[src/rtl/axi4_ar_drop_sender.sv]
// Read-address stage: captures one AR, asks the RAB for a decision, then either forwards
// the translated AR downstream or retires it locally by handing its ID to the response sender.
module axi4_ar_drop_sender #(
  parameter int AXI_ADDR_WIDTH = 32,
  parameter int AXI_ID_WIDTH   = 4,
  parameter int AXI_USER_WIDTH = 4,
  parameter int LOOKUP_TIMEOUT = 0
) (
  input  logic                      axi4_aclk,
  input  logic                      axi4_arst,
  input  logic [AXI_ID_WIDTH-1:0]   s_axi4_arid,
  input  logic [AXI_ADDR_WIDTH-1:0] s_axi4_araddr,
  input  logic [7:0]                s_axi4_arlen,
  input  logic [2:0]                s_axi4_arsize,
  input  logic [1:0]                s_axi4_arburst,
  input  logic                      s_axi4_arlock,
  input  logic [2:0]                s_axi4_arprot,
  input  logic [3:0]                s_axi4_arcache,
  input  logic [AXI_USER_WIDTH-1:0] s_axi4_aruser,
  input  logic                      s_axi4_arvalid,
  output logic                      s_axi4_arready,
  output logic                      lookup_valid,
  output logic [AXI_ADDR_WIDTH-1:0] lookup_addr,
  output logic [AXI_ID_WIDTH-1:0]   lookup_id,
  input  logic                      lookup_accept,
  input  logic                      lookup_drop,
  input  logic [AXI_ADDR_WIDTH-1:0] lookup_paddr,
  output logic [AXI_ID_WIDTH-1:0]   m_axi4_arid,
  output logic [AXI_ADDR_WIDTH-1:0] m_axi4_araddr,
  output logic [7:0]                m_axi4_arlen,
  output logic [2:0]                m_axi4_arsize,
  output logic [1:0]                m_axi4_arburst,
  output logic                      m_axi4_arlock,
  output logic [2:0]                m_axi4_arprot,
  output logic [3:0]                m_axi4_arcache,
  output logic [AXI_USER_WIDTH-1:0] m_axi4_aruser,
  output logic                      m_axi4_arvalid,
  input  logic                      m_axi4_arready,
  output logic [AXI_ID_WIDTH-1:0]   trans_id,
  output logic                      trans_drop,
  input  logic                      trans_drop_ready
);

  localparam int CNT_W = (LOOKUP_TIMEOUT > 0) ? $clog2(LOOKUP_TIMEOUT + 1) : 1;

  typedef enum logic [1:0] {
    IDLE   = 2'd0,
    LOOKUP = 2'd1,
    SEND   = 2'd2,
    DROP   = 2'd3
  } state_t;

  state_t                    r_state;
  state_t                    w_next;
  logic [AXI_ID_WIDTH-1:0]   r_id;
  logic [AXI_ADDR_WIDTH-1:0] r_addr;
  logic [7:0]                r_len;
  logic [2:0]                r_size;
  logic [1:0]                r_burst;
  logic                      r_lock;
  logic [2:0]                r_prot;
  logic [3:0]                r_cache;
  logic [AXI_USER_WIDTH-1:0] r_user;
  logic [CNT_W-1:0]          r_cnt;

  logic w_cap;
  logic w_acc;
  logic w_clr;
  logic w_cnt_en;
  logic w_timeout;

  // Drop wins over accept; the timeout only fires when neither decision is present.
  assign w_cap     = (r_state == IDLE) & s_axi4_arvalid;
  assign w_acc     = (r_state == LOOKUP) & lookup_accept & ~lookup_drop;
  assign w_cnt_en  = (r_state == LOOKUP) & ~lookup_accept & ~lookup_drop & (LOOKUP_TIMEOUT > 0);
  assign w_timeout = (LOOKUP_TIMEOUT > 0) && (r_cnt == CNT_W'(LOOKUP_TIMEOUT - 1));
  assign w_clr     = axi4_arst
                   | ((r_state == SEND) & m_axi4_arready)
                   | ((r_state == DROP) & trans_drop_ready);

  always_comb begin
    w_next = r_state;
    case (r_state)
      IDLE: begin
        if (s_axi4_arvalid) w_next = LOOKUP;
        else                w_next = IDLE;
      end
      LOOKUP: begin
        if (lookup_drop)        w_next = DROP;
        else if (lookup_accept) w_next = SEND;
        else if (w_timeout)     w_next = DROP;
        else                    w_next = LOOKUP;
      end
      SEND: begin
        if (m_axi4_arready) w_next = IDLE;
        else                w_next = SEND;
      end
      DROP: begin
        if (trans_drop_ready) w_next = IDLE;
        else                  w_next = DROP;
      end
      default: w_next = IDLE;
    endcase
  end

  always_ff @(posedge axi4_aclk) begin
    if (axi4_arst) r_state <= IDLE;
    else           r_state <= w_next;
  end

  // Capture registers are zeroed whenever the entry retires so IDLE always shows clean outputs.
  always_ff @(posedge axi4_aclk) begin
    if (w_clr) begin
      r_id    <= '0;
      r_addr  <= '0;
      r_len   <= 8'd0;
      r_size  <= 3'd0;
      r_burst <= 2'd0;
      r_lock  <= 1'b0;
      r_prot  <= 3'd0;
      r_cache <= 4'd0;
      r_user  <= '0;
    end else if (w_cap) begin
      r_id    <= s_axi4_arid;
      r_addr  <= s_axi4_araddr;
      r_len   <= s_axi4_arlen;
      r_size  <= s_axi4_arsize;
      r_burst <= s_axi4_arburst;
      r_lock  <= s_axi4_arlock;
      r_prot  <= s_axi4_arprot;
      r_cache <= s_axi4_arcache;
      r_user  <= s_axi4_aruser;
    end else if (w_acc) begin
      r_addr  <= lookup_paddr;
    end
  end

  always_ff @(posedge axi4_aclk) begin
    if (w_clr || w_cap) r_cnt <= '0;
    else if (w_cnt_en)  r_cnt <= r_cnt + CNT_W'(1);
  end

  assign s_axi4_arready = (r_state == IDLE);
  assign lookup_valid   = (r_state == LOOKUP);
  assign m_axi4_arvalid = (r_state == SEND);
  assign trans_drop     = (r_state == DROP) & trans_drop_ready;

  assign lookup_addr    = r_addr;
  assign lookup_id      = r_id;
  assign trans_id       = r_id;
  assign m_axi4_arid    = r_id;
  assign m_axi4_araddr  = r_addr;
  assign m_axi4_arlen   = r_len;
  assign m_axi4_arsize  = r_size;
  assign m_axi4_arburst = r_burst;
  assign m_axi4_arlock  = r_lock;
  assign m_axi4_arprot  = r_prot;
  assign m_axi4_arcache = r_cache;
  assign m_axi4_aruser  = r_user;

endmodule

[config.mk]
export PLATFORM = sky130hd
export DESIGN_NAME = axi4_ar_drop_sender
export DESIGN_NICKNAME = d
export VERILOG_FILES = /design/src/rtl/axi4_ar_drop_sender.sv
export SDC_FILE = /design/constraint.sdc
export NUM_CORES = 1
export LEC_CHECK = 0
export BUFFER_PORTS_ARGS = -buffer_cell sky130_fd_sc_hd__buf_2
export CORE_ASPECT_RATIO = 1.5
export CORE_MARGIN = 3
export CORE_UTILIZATION = 42
export DETAILED_ROUTE_END_ITERATION = 6
export PLACE_DENSITY = 0.89
export SYNTH_ARGS = -nofsm -noshare
export SYNTH_HDL_FRONTEND = slang
export SYNTH_SLANG_ARGS = --single-unit
export TNS_END_PERCENT = 1
[constraint.sdc]
create_clock -name axi4_aclk -period 1.55 [get_ports axi4_aclk]
set_input_delay 0.155 -clock axi4_aclk [delete_from_list [all_inputs] [get_ports axi4_aclk]]
set_output_delay 0.155 -clock axi4_aclk [all_outputs]
set_load 0.005 [all_outputs]
# Yosys cells after proc, flatten, opt, wreduce, memory -nomap -nowiden
# Cells that the tools add are included.
[word_totals] regBits=63 input_bits=100 output_inout_bits=105 wordCells=31
[op_classes] eq_ne=3 mux=8 bitwise=8 n_reduce_logical=2
[op_table] operator="32-bit two-way mux" n=2
[op_table] operator="2-bit two-way mux" n=4
[op_table] operator="2-bit one-hot mux with 4 select lines" n=1
[op_table] operator="1-bit bitwise AND" n=5
[op_table] operator="2-bit == test, second input constant" n=2
[op_table] operator="2-bit by 1-bit == test with 1-bit output, second input constant" n=1
[op_table] operator="2-bit zero test" n=1
[op_table] operator="1-bit bitwise OR" n=2
[op_table] operator="2-bit nonzero test" n=1
[op_table] operator="1-bit two-way mux" n=1
[op_table] operator="1-bit NOT" n=1

# Longest topological paths before layout
# Gate-level depths: netlist of the first run.
[logic_depth] ltp_word=5 ltp_mapped=6 depth_no_buf=3

# Worst setup path before layout of the first run
# OpenSTA, ideal clock, no wires.
[synth_timing] kind="flip-flop to flip-flop" start="reg r_state[0]" end="reg r_addr[15] (netlist: lookup_addr[15])" setup_ns=0.133 t_arrival_ns=1.279 required_ns=1.417 path_slack_ns=0.137 path_stages_with_launch=7 path_buffers=3 synth_period_minus_slack_ns=1.413 path_cell_list="dfxtp_1 buf_2 or3b_1 buf_2 buf_2 nand2_1 a311oi_2"
[synth_between] elab_chain_cells=4 elab_cells_between_ends=13 classes_between="3 x eq/ne; 1 x mux; 7 x bitwise; 2 x reduce/logical"
[synth_rtl] element="from (decl)" line_no="53" rtl="state_t r_state;"
[synth_rtl] element="from (signal assigned)" line_no="108" rtl="else r_state <= w_next;"
[synth_rtl] element="2-bit by 1-bit == test with 1-bit output or 2-bit == test (tied branches)" line_no="74, 78"
[synth_rtl] element="1-bit bitwise AND, on equally long branches" line_no="74, 78"
[synth_rtl] element="1-bit bitwise AND or 1-bit bitwise OR (tied branches)" line_no="74, 78"
[synth_rtl] element="2-bit nonzero test (no source line) or 1-bit bitwise OR (tied branches)"
[synth_rtl] element="to (signal assigned)" line_no="125" rtl="r_addr <= s_axi4_araddr;"
[synth_rtl] element="to (signal assigned)" line_no="134" rtl="r_addr <= lookup_paddr;"
[synth_rtl] element="to (decl)" line_no="56" rtl="logic [AXI_ADDR_WIDTH-1:0] r_addr;"
# Parallel ways exist; a longest one is shown, timed or not.
# A chain may end at the register's enable or synchronous reset.

# Worst setup path in the final report of the first run
[layout_timing] start="reg r_state[0]" end="reg r_addr[26] (netlist: lookup_addr[26])"
# The elaborated chain is that of the path after synthesis.

==> flow_metrics.env, run 1 <==
export IMPL_die_x_um=76.23
export IMPL_pwr_share_seq_pct=42.3
export IMPL_slew_headroom_pct=80.65
export IMPL_rsz0062_at_grt="no"
export IMPL_final_instance_count_excl_fill=632
export IMPL_worst_slew_pin_slew_ps=282.2
export IMPL_hold_violations=0
export IMPL_nFillCells=645
export IMPL_syn_area_per_cell_sq_um=8.397
export IMPL_syn_area_sq_um=3107
export IMPL_clock_path_buffers=2
export IMPL_synth_seq_area_share_pct=40.60
export IMPL_drt_wirelength_per_cell_um=13.63
export IMPL_synthesis_yosys_warnings=0
export IMPL_clk_latency_ps=330
export IMPL_ir_drop_mv=0.5704
export IMPL_min_period_ps=1446
export IMPL_path_class="register to register"
export IMPL_cts_tree="built"
export IMPL_antenna_cells=0
export IMPL_p_clk_share_pct=31.0
export IMPL_port_buffers=204
export IMPL_synth_seq_cells=63
export IMPL_layout_common_cells="buf_2 (204), nand2_1 (122), dfxtp_1 (61)"
export IMPL_num_vias=3128
export IMPL_drt_initial_drc_count=128
export IMPL_powerDensity_nw_per_um2=1063
export IMPL_clock_skew_ps=8.271
export IMPL_dieArea_sq_um=8487
export IMPL_gp_congestion=0.7476
export IMPL_totalWireLength_mm=8.614
export IMPL_area_growth_pct=36.13
export IMPL_grt_max_degree=42
export IMPL_p_switching_mw=1.345
export IMPL_cts_max_level=3
export IMPL_start_kind="register"
export IMPL_p_sw_share_pct=29.91
export IMPL_drv_slew=0
export IMPL_power_mw=4.496
export IMPL_dpl_cell_area_sq_um=4019
export IMPL_drc_errors=0
export IMPL_dp_slack_ps=82.15
export IMPL_synth_edf_count=0
export IMPL_antenna_left=0
export IMPL_place_inst=615
export IMPL_design_core_area_sq_um=7037
export IMPL_routed_via_density=4.949
export IMPL_stdcell_area_sq_um=4229
export IMPL_combPwrFrac_pct=26.7
export IMPL_multi_input_area_sq_um=1384
export IMPL_cp_end_kind="register"
export IMPL_grt_pass1_wl_mm=13.85
export IMPL_synthTopCellsByArea="dfxtp_1 (41%), nand2_1 (15%), a311oi_2 (14%)"
export IMPL_path_clk_slew_ps=70
export IMPL_internal_power_mw=3.151
export IMPL_synth_fp_nets=470
export IMPL_drt_pass1_iter_count=4
export IMPL_fin_nets=630
export IMPL_synth_top_area_share_pct=40.60
export IMPL_cp_arrival_ps=1640
export IMPL_synthFlopType="dfxtp_1"
export IMPL_synth_cells=370
export IMPL_initial_utilization_pct=44.15
export IMPL_synthArstFlopShare_pct=0
export IMPL_final_common_cell="buf_2"
export IMPL_ys_types=23
export IMPL_cp_required_ps=1750
export IMPL_grt_use_total_pct=20.11
export IMPL_ff_latch_area_sq_um=1264
export IMPL_fmax_ghz=0.6917
export IMPL_hold_path_class="input port to register"
export IMPL_finalCritPeriodShare_pct=93.27
export IMPL_cts_buffers_inserted=9
export IMPL_antenna_found_initial=0
export IMPL_run_status="finished, final reports clean"
export IMPL_grt_pass1_vias=2995
export IMPL_clock_sinks=63
export IMPL_hpwl_mm=6.638
export IMPL_std_cell_rows=37
export IMPL_fin_tns_setup_ps=0
export IMPL_setup_viol_count_final=0
export IMPL_die_y_um=111.3
export IMPL_leakage_nw=2.060
export IMPL_yosysTopAreaCell="dfxtp_1"
export IMPL_drive_above_1_share_pct=51.03
export IMPL_clockRootBuffer="clkbuf_8"
export IMPL_cp_max_fo=31
export IMPL_layout_setup_ws_ps=104.3
export IMPL_grt_ovfl_total=0
export IMPL_cap_violations=0
export IMPL_ios=205
[what timing repair did]
| item | 4_1_cts | 5_1_grt |
|---|---|---|
| endpoints found under the hold margin | 2 | 0 |
| gates resized for setup | 0 | 2 |
| hold buffers | 1 | 0 |
| setup endpoints to repair | 0 | 3 |
| setup buffers | 0 | 0 |
[power groups by stage]
stage	logic, mW	registers, mW	clock network (mW)
2_1_floorplan	0.778	1.93	0
3_3_place_gp	1.17	1.93	0
3_5_place_dp	1.21	1.93	0
5_1_grt	1.32	1.92	1.50
6_report	1.20	1.90	1.39
4_1_cts	1.22	1.90	1.43
[cells in the mapped netlist, drive strengths merged (2+ instances only)]
cell / count
nand2: 122
buf: 68
dfxtp: 63
a311oi: 34
nor3: 32
a21oi: 31
clkbuf: 4
inv: 3
nor2: 2
o21ai: 2
[state kept, by name (all words and copies together) (netlist names)]
register        flops
lookup_addr        32
lookup_id           4
m_axi4_arburst      2
m_axi4_arcache      4
m_axi4_arlen        8
m_axi4_arlock       1
m_axi4_arprot       3
m_axi4_arsize       3
m_axi4_aruser       4
r_state             2
[cell families (layout without fill, tap and decap cells)]
group                  after synthesis  after routing  synth area share (%)
buffers and inverters               75            240                 15.79
multiplexers                         1              1                0.3222
flip-flops                          63             63                 40.60
AO/OA/AOI/OAI                       68             68                 21.30
AND/OR/NAND/NOR                    163            163                 21.99
[stage by stage]
step	utilization [%]	hold WS, ps
2_1_floorplan	-	227.1
3_3_place_gp	57.11	357.9
3_5_place_dp	57.11	361.8
4_1_cts	60.06	32.61
5_1_grt	60.10	40.11
6_report	60.10	47.98
[cell type report]
type	count	area share, %
Clock buffer	10	3.254
Multi-Input combinational cell	232	32.72
Timing Repair Buffer	221	29.59
Tap cell	97	2.870
Sequential cell	63	29.88
Inverter	3	0.2663
Clock inverter	6	1.420
[per-layer routing]
metal,global-route usage (%),wire (um)
met4,12.45,298
met3,4.531,584
met1,19.93,3190
met5,0,0
met2,37.35,4541
[critical path, cell delays in order, from the launching register on]
cell and delay, ps:
dfxtp_2 360, or3b_2 540, buf_12 200, nand2_1 90, a311oi_2 110
[final timing paths]
kind | cells past startpoint | slack, ps | to | startpoint
setup / recovery | 4 | 100 | lookup_addr[26] | r_state[0]
hold reg to reg | 2 | 450 | m_axi4_arburst[1] | m_axi4_arburst[1]
setup reg to reg | 4 | 100 | lookup_addr[26] | r_state[0]
hold / removal | 3 | 50 | m_axi4_arburst[0] | s_axi4_arburst[0]
Note: power is estimated with default switching activity, not from simulation.
==> run 2, diff against run 1 <==
ABC_AREA = 1   (was not set)
CORE_UTILIZATION = 43   (was 42)
==> run 2 against run 1 <==
Hold slack lost 9.7 ps. Critical path depth is 1 higher. Synthesized cell count is 35% higher. Non-clock buffer count fell by 7. Routed wire length grew 3.9%. Largest power group unchanged.
==> flow_metrics.env, run 2 <==
export IMPL_drv_slew=0
export IMPL_routed_via_density=4.565
export IMPL_ios=205
export IMPL_powerDensity_nw_per_um2=1090
export IMPL_totalWireLength_mm=8.947
export IMPL_grt_pass1_vias=3271
export IMPL_clock_skew_ps=8.229
export IMPL_clock_path_buffers=2
export IMPL_fin_tns_setup_ps=0
export IMPL_synth_common_cells="nand2_1 (159), nor2_1 (98), dfxtp_1 (63)"
export IMPL_grt_ovfl_total=0
export IMPL_slew_headroom_pct=69.16
export IMPL_synthesis_yosys_warnings=0
export IMPL_drc_errors=0
export IMPL_drive_above_1_share_pct=35.55
export IMPL_gp_congestion=0.7852
export IMPL_wl_met3_um=683
export IMPL_cp_end_kind="register"
export IMPL_hpwl_mm=6.819
export IMPL_dpl_cell_area_sq_um=4098
export IMPL_antenna_cells=0
export IMPL_ys_types=17
export IMPL_synthFlopType="dfxtp_1"
export IMPL_cp_required_ps=1770
export IMPL_antenna_left=0
export IMPL_die_y_um=113.3
export IMPL_leakage_nw=2.529
export IMPL_hold_path_class="input port to register"
export IMPL_cap_violations=0
export IMPL_ir_drop_mv=0.6793
export IMPL_route_met2_wl_mm=4.649
export IMPL_drt_pass1_iter_count=4
export IMPL_final_common_cell="buf_2"
export IMPL_multi_input_area_sq_um=1423
export IMPL_synthArstFlopShare_pct=0
export IMPL_hold_violations=0
export IMPL_drt_initial_drc_count=136
export IMPL_syn_area_sq_um=3298
export IMPL_port_buffers=204
export IMPL_layout_common_cells="buf_2 (204), nand2_1 (158), nor2_1 (98)"
export IMPL_synth_cells=500
export IMPL_path_clk_slew_ps=80
export IMPL_rsz0062_at_grt="no"
export IMPL_run_status="finished, final reports clean"
export IMPL_largest_reg_flops=32
export IMPL_area_growth_pct=31.53
export IMPL_nFillCells=696
export IMPL_yosys_cell_count_top_type="nand2_1"
export IMPL_path_class="register to register"
export IMPL_stdcell_area_sq_um=4338
export IMPL_synthTopCellsByArea="dfxtp_1 (38%), nand2_1 (18%), nor2_1 (11%)"
export IMPL_m1WireLength_mm=3.376
export IMPL_fin_nets=756
export IMPL_synth_top_area_share_pct=38.24
export IMPL_num_vias=3474
export IMPL_drt_wirelength_per_cell_um=11.76
export IMPL_clockRootBuffer="clkbuf_8"
export IMPL_start_kind="register"
export IMPL_worst_slew_pin_slew_ps=461.9
export IMPL_finalCritPeriodShare_pct=89.80
export IMPL_std_cell_rows=38
export IMPL_cp_max_fo=29
export IMPL_highest_layer="met5"
export IMPL_initial_utilization_pct=45.04
export IMPL_die_x_um=77.51
export IMPL_cts_setup_buffers=0
export IMPL_dieArea_sq_um=8779
export IMPL_fmax_ghz=0.7185
export IMPL_clock_sinks=63
export IMPL_ff_latch_area_sq_um=1261
export IMPL_rrSetupSlack_ps=160
export IMPL_syn_area_per_cell_sq_um=6.596
export IMPL_grt_use_total_pct=20.51
export IMPL_min_period_ps=1392
export IMPL_synth_seq_cells=63
export IMPL_setup_viol_count_final=0
export IMPL_synth_edf_count=0
export IMPL_grt_pass1_wl_mm=14.42
export IMPL_yosysTopAreaCell="dfxtp_1"
export IMPL_antenna_found_initial=1
export IMPL_clk_latency_ps=350
export IMPL_cts_buffers_inserted=9
export IMPL_design_core_area_sq_um=7322
export IMPL_synth_seq_area_share_pct=38.24
export IMPL_cp_arrival_ps=1610
export IMPL_cts_tree="built"
export IMPL_cts_max_level=3
export IMPL_synth_fp_nets=600
export IMPL_grt_max_degree=60
## run 2: changes by cell type in the layout (fill, tap and decap cells not counted), sizes merged, moves of 2 or more
| cell | previous run | this run |
|---|---|---|
| a31oi | 0 | 2 |
| nor3 | 32 | 0 |
| nand2 | 122 | 160 |
| a21oi | 31 | 29 |
| a311oi | 34 | 0 |
| nand3b | 0 | 33 |
| nor2 | 2 | 101 |
| buf | 220 | 213 |
| clkinv | 3 | 1 |
| inv | 3 | 41 |
## run 2: what timing repair did
action / 4_1_cts / 5_1_grt
hold buffers: 1 / 0
hold endpoints to repair: 2 / 0
gates resized for setup: 0 / 0
## run 2: cell families after synthesis
group | count (synthesis) | synth area share, %
and+or+nand+nor | 295 | 37.82
buffers and inverters | 109 | 18.85
DFF | 63 | 38.24
AOI/OAI and AO/OA | 33 | 5.083
## run 2: power breakdown
group | internal, mW | switching, mW | total [mW]
clock network | 0.956 | 0.685 | 1.64
logic | 0.568 | 0.618 | 1.19
registers | 1.79 | 0.110 | 1.90
total | 3.31 | 1.41 | 4.73
## run 2: cell type report
type	count	area share (%)
multi-input cells	328	32.79
flip-flops and latches	63	29.07
repair buffers	214	26.48
inverters	40	3.461
clock buffers	10	3.173
well taps	100	2.884
clock inverters	6	2.134
## run 2: final timing paths
check | start | endpoint | cells past startpoint
max | r_state[1] | m_axi4_arsize[0] | 5
min | s_axi4_arcache[0] | m_axi4_arcache[0] | 3
max reg2reg | r_state[1] | m_axi4_arsize[0] | 5
min reg2reg | m_axi4_arlen[7] | m_axi4_arlen[7] | 2
## run 2: layer usage
layer,up-vias,global-route usage (%)
met5,-,0
met4,2,11.05
met3,16,4.777
met2,150,38.26
met1,1526,20.74
li1,1780,-
## run 2: critical path: stages (launching register included)
cell	delay, ps
dfxtp_1	430
nand2_1	110
nor2_1	200
nor2_4	80
inv_2	350
a21oi_1	90
## run 2: through the flow
step	worst slack [ps]	total power [mW]	std cells	hold WS [ps]	utilization [%]
2_1_floorplan	305.8	2.745	500	224.4	-
3_3_place_gp	247.8	3.094	744	358.5	55.96
3_5_place_dp	152.6	3.129	744	372.6	55.96
4_1_cts	155.8	4.790	761	21.44	59.24
5_1_grt	14.70	5.006	761	36.72	59.24
6_report	158.2	4.726	761	38.32	59.24
==> run 3, diff against run 2 <==
ABC_AREA = not set   (was 1)
CORE_MARGIN = 4   (was 3)
CORE_UTILIZATION = 42   (was 43)
==> run 3 against run 2 <==
Sequential power barely moved. Routed wire length fell by 1.3%. Critical path depth fell by 1. Non-clock buffer count rose by 3. Maximum frequency fell by 6.2%. Via count fell by 9.4%. Clock skew barely moved. Critical endpoint is now lookup_addr[23]. Highest routed layer unchanged.
==> flow_metrics.env, run 3 (synthesis gave the netlist of run 1 again) <==
export IMPL_final_util_pct=58.10
export IMPL_path_class="register to register"
export IMPL_dieArea_sq_um=8866
export IMPL_p_sw_share_pct=30.47
export IMPL_nFillCells=666
export IMPL_hold_path_class="input port to register"
export IMPL_cap_violations=0
export IMPL_clockRootBuffer="clkbuf_8"
export IMPL_critical_path_top_delay_family="simple AND/OR/NAND/NOR gates"
export IMPL_drv_slew=0
export IMPL_hold_violations=0
export IMPL_start_kind="register"
export IMPL_cts_tree="built"
export IMPL_routed_via_density=4.990
export IMPL_ios=205
export IMPL_final_common_cell="buf_2"
export IMPL_num_vias=3149
export IMPL_crit_chain="or3b_2, buf_4, nand2_1, a311oi_2"
export IMPL_leakage_nw=2.038
export IMPL_run_status="finished, final reports clean"
export IMPL_totalWireLength_mm=8.828
export IMPL_ff_latch_area_sq_um=1266
export IMPL_layout_common_cells="buf_2 (204), nand2_1 (122), dfxtp_1 (61)"
export IMPL_std_cell_rows=38
export IMPL_slowest_delay_ps=530
export IMPL_cts_max_level=3
export IMPL_gp_congestion=0.7559
export IMPL_pwr_share_seq_pct=42.7
export IMPL_grt_use_total_pct=19.36
export IMPL_antenna_found_initial=1
export IMPL_die_x_um=78.23
export IMPL_drt_pass1_iter_count=4
export IMPL_drive_above_1_share_pct=50.85
export IMPL_initial_utilization_pct=42.99
export IMPL_powerDensity_nw_per_um2=1062
export IMPL_fin_nets=626
export IMPL_grt_pass1_vias=3024
export IMPL_cts_buffers_inserted=9
export IMPL_grt_max_degree=51
export IMPL_clock_path_buffers=2
export IMPL_worst_slew_pin_slew_ps=307.7
export IMPL_finalCritPeriodShare_pct=95.68
export IMPL_combPwrFrac_pct=26.6
export IMPL_slew_headroom_pct=79.45
export IMPL_internal_power_mw=3.100
export IMPL_fmax_ghz=0.6743
export IMPL_clock_skew_ps=8.495
export IMPL_clock_sinks=63
export IMPL_largest_reg_flops=32
export IMPL_cp_max_fo=18
export IMPL_grt_ovfl_total=0
export IMPL_cp_end_kind="register"
export IMPL_antenna_left=0
export IMPL_ir_drop_mv=0.6195
export IMPL_min_period_ps=1483
export IMPL_cp_arrival_ps=1690
export IMPL_multi_input_area_sq_um=1390
export IMPL_drt_initial_drc_count=132
export IMPL_hpwl_mm=6.740
export IMPL_area_growth_pct=35.16
export IMPL_setup_viol_count_final=0
export IMPL_drt_wirelength_per_cell_um=13.99
export IMPL_grt_pass1_wl_mm=13.79
export IMPL_crit_slowest_cell="or3b_2"
export IMPL_clk_latency_ps=330
export IMPL_place_inst=615
export IMPL_antenna_cells=0
export IMPL_drc_errors=0
export IMPL_final_instance_count_excl_fill=631
export IMPL_p_clk_share_pct=30.7
export IMPL_port_buffers=204
export IMPL_die_y_um=113.3
export IMPL_path_clk_slew_ps=70
export IMPL_cp_num_buf_inv=1
export IMPL_p_switching_mw=1.358
export IMPL_design_core_area_sq_um=7227
export IMPL_cp_required_ps=1750
run 3: changes by cell type in the layout (fill, tap and decap cells not counted), sizes merged, moves of 2 or more:
| cell | change |
|---|---|
| nor2 | -99 |
| clkinv | +3 |
| a311oi | +34 |
| nand2 | -38 |
| nand3b | -33 |
| nor3 | +32 |
| a31oi | -2 |
| a21oi | +2 |
| inv | -38 |
| buf | +4 |
run 3: worst paths after layout:
check                                     start               to  slack (ps)  cells after the start
worst max-delay path                 r_state[0]  lookup_addr[23]          70                      4
worst min-delay path                  axi4_arst       r_state[0]          40                      2
worst max register to register       r_state[0]  lookup_addr[23]          70                      4
worst min register to register  m_axi4_arlen[7]  m_axi4_arlen[7]         450                      2
run 3: metrics by stage:
step | hold slack (ps) | setup TNS (ps) | total power [mW] | instance area [sq um] | setup slack (ps)
after floorplan | 227.1 | 0 | 2.712 | 3107 | 137.2
after global placement | 364.9 | 0 | 3.087 | 3988 | 48.87
after detailed placement | 377.5 | -325.2 | 3.134 | 3988 | -44.73
after CTS | 9.180 | 0 | 4.500 | 4178 | 42.67
after global routing | 14.05 | -1.892 | 4.707 | 4199 | -1.892
final | 35.39 | 0 | 4.458 | 4199 | 66.89
run 3: power by group through the flow:
stage          sequential, mW  combinational [mW]  clock [mW]
2_1_floorplan            1.93               0.778           0
3_3_place_gp             1.93                1.16           0
3_5_place_dp             1.94                1.19           0
4_1_cts                  1.90                1.20        1.40
5_1_grt                  1.93                1.30        1.48
6_report                 1.90                1.19        1.37
run 3: metal layers:
metal / routed length [um] / vias to the layer above / GRT usage (%)
met5: 9 / - / 0
met4: 177 / 2 / 8.401
met3: 674 / 16 / 4.777
met2: 4668 / 144 / 35.70
met1: 3299 / 1455 / 20.55
li1: - / 1532 / -
run 3: final cells by class:
| class | count | share of cell area (%) |
|---|---|---|
| Multi-Input combinational cell | 232 | 33.10 |
| Timing Repair Buffer | 217 | 28.99 |
| Clock buffer | 10 | 3.039 |
| Tap cell | 100 | 2.980 |
| Inverter | 3 | 0.2682 |
| Clock inverter | 6 | 1.460 |
| Sequential cell | 63 | 30.15 |
run 3: repair_timing:
| item | CTS | global route |
|---|---|---|
| setup endpoints to repair | 31 | 15 |
| pin swaps | 0 | 1 |
| resized for setup | 1 | 6 |
| setup buffers | 0 | 0 |
| hold buffers | 0 | 0 |
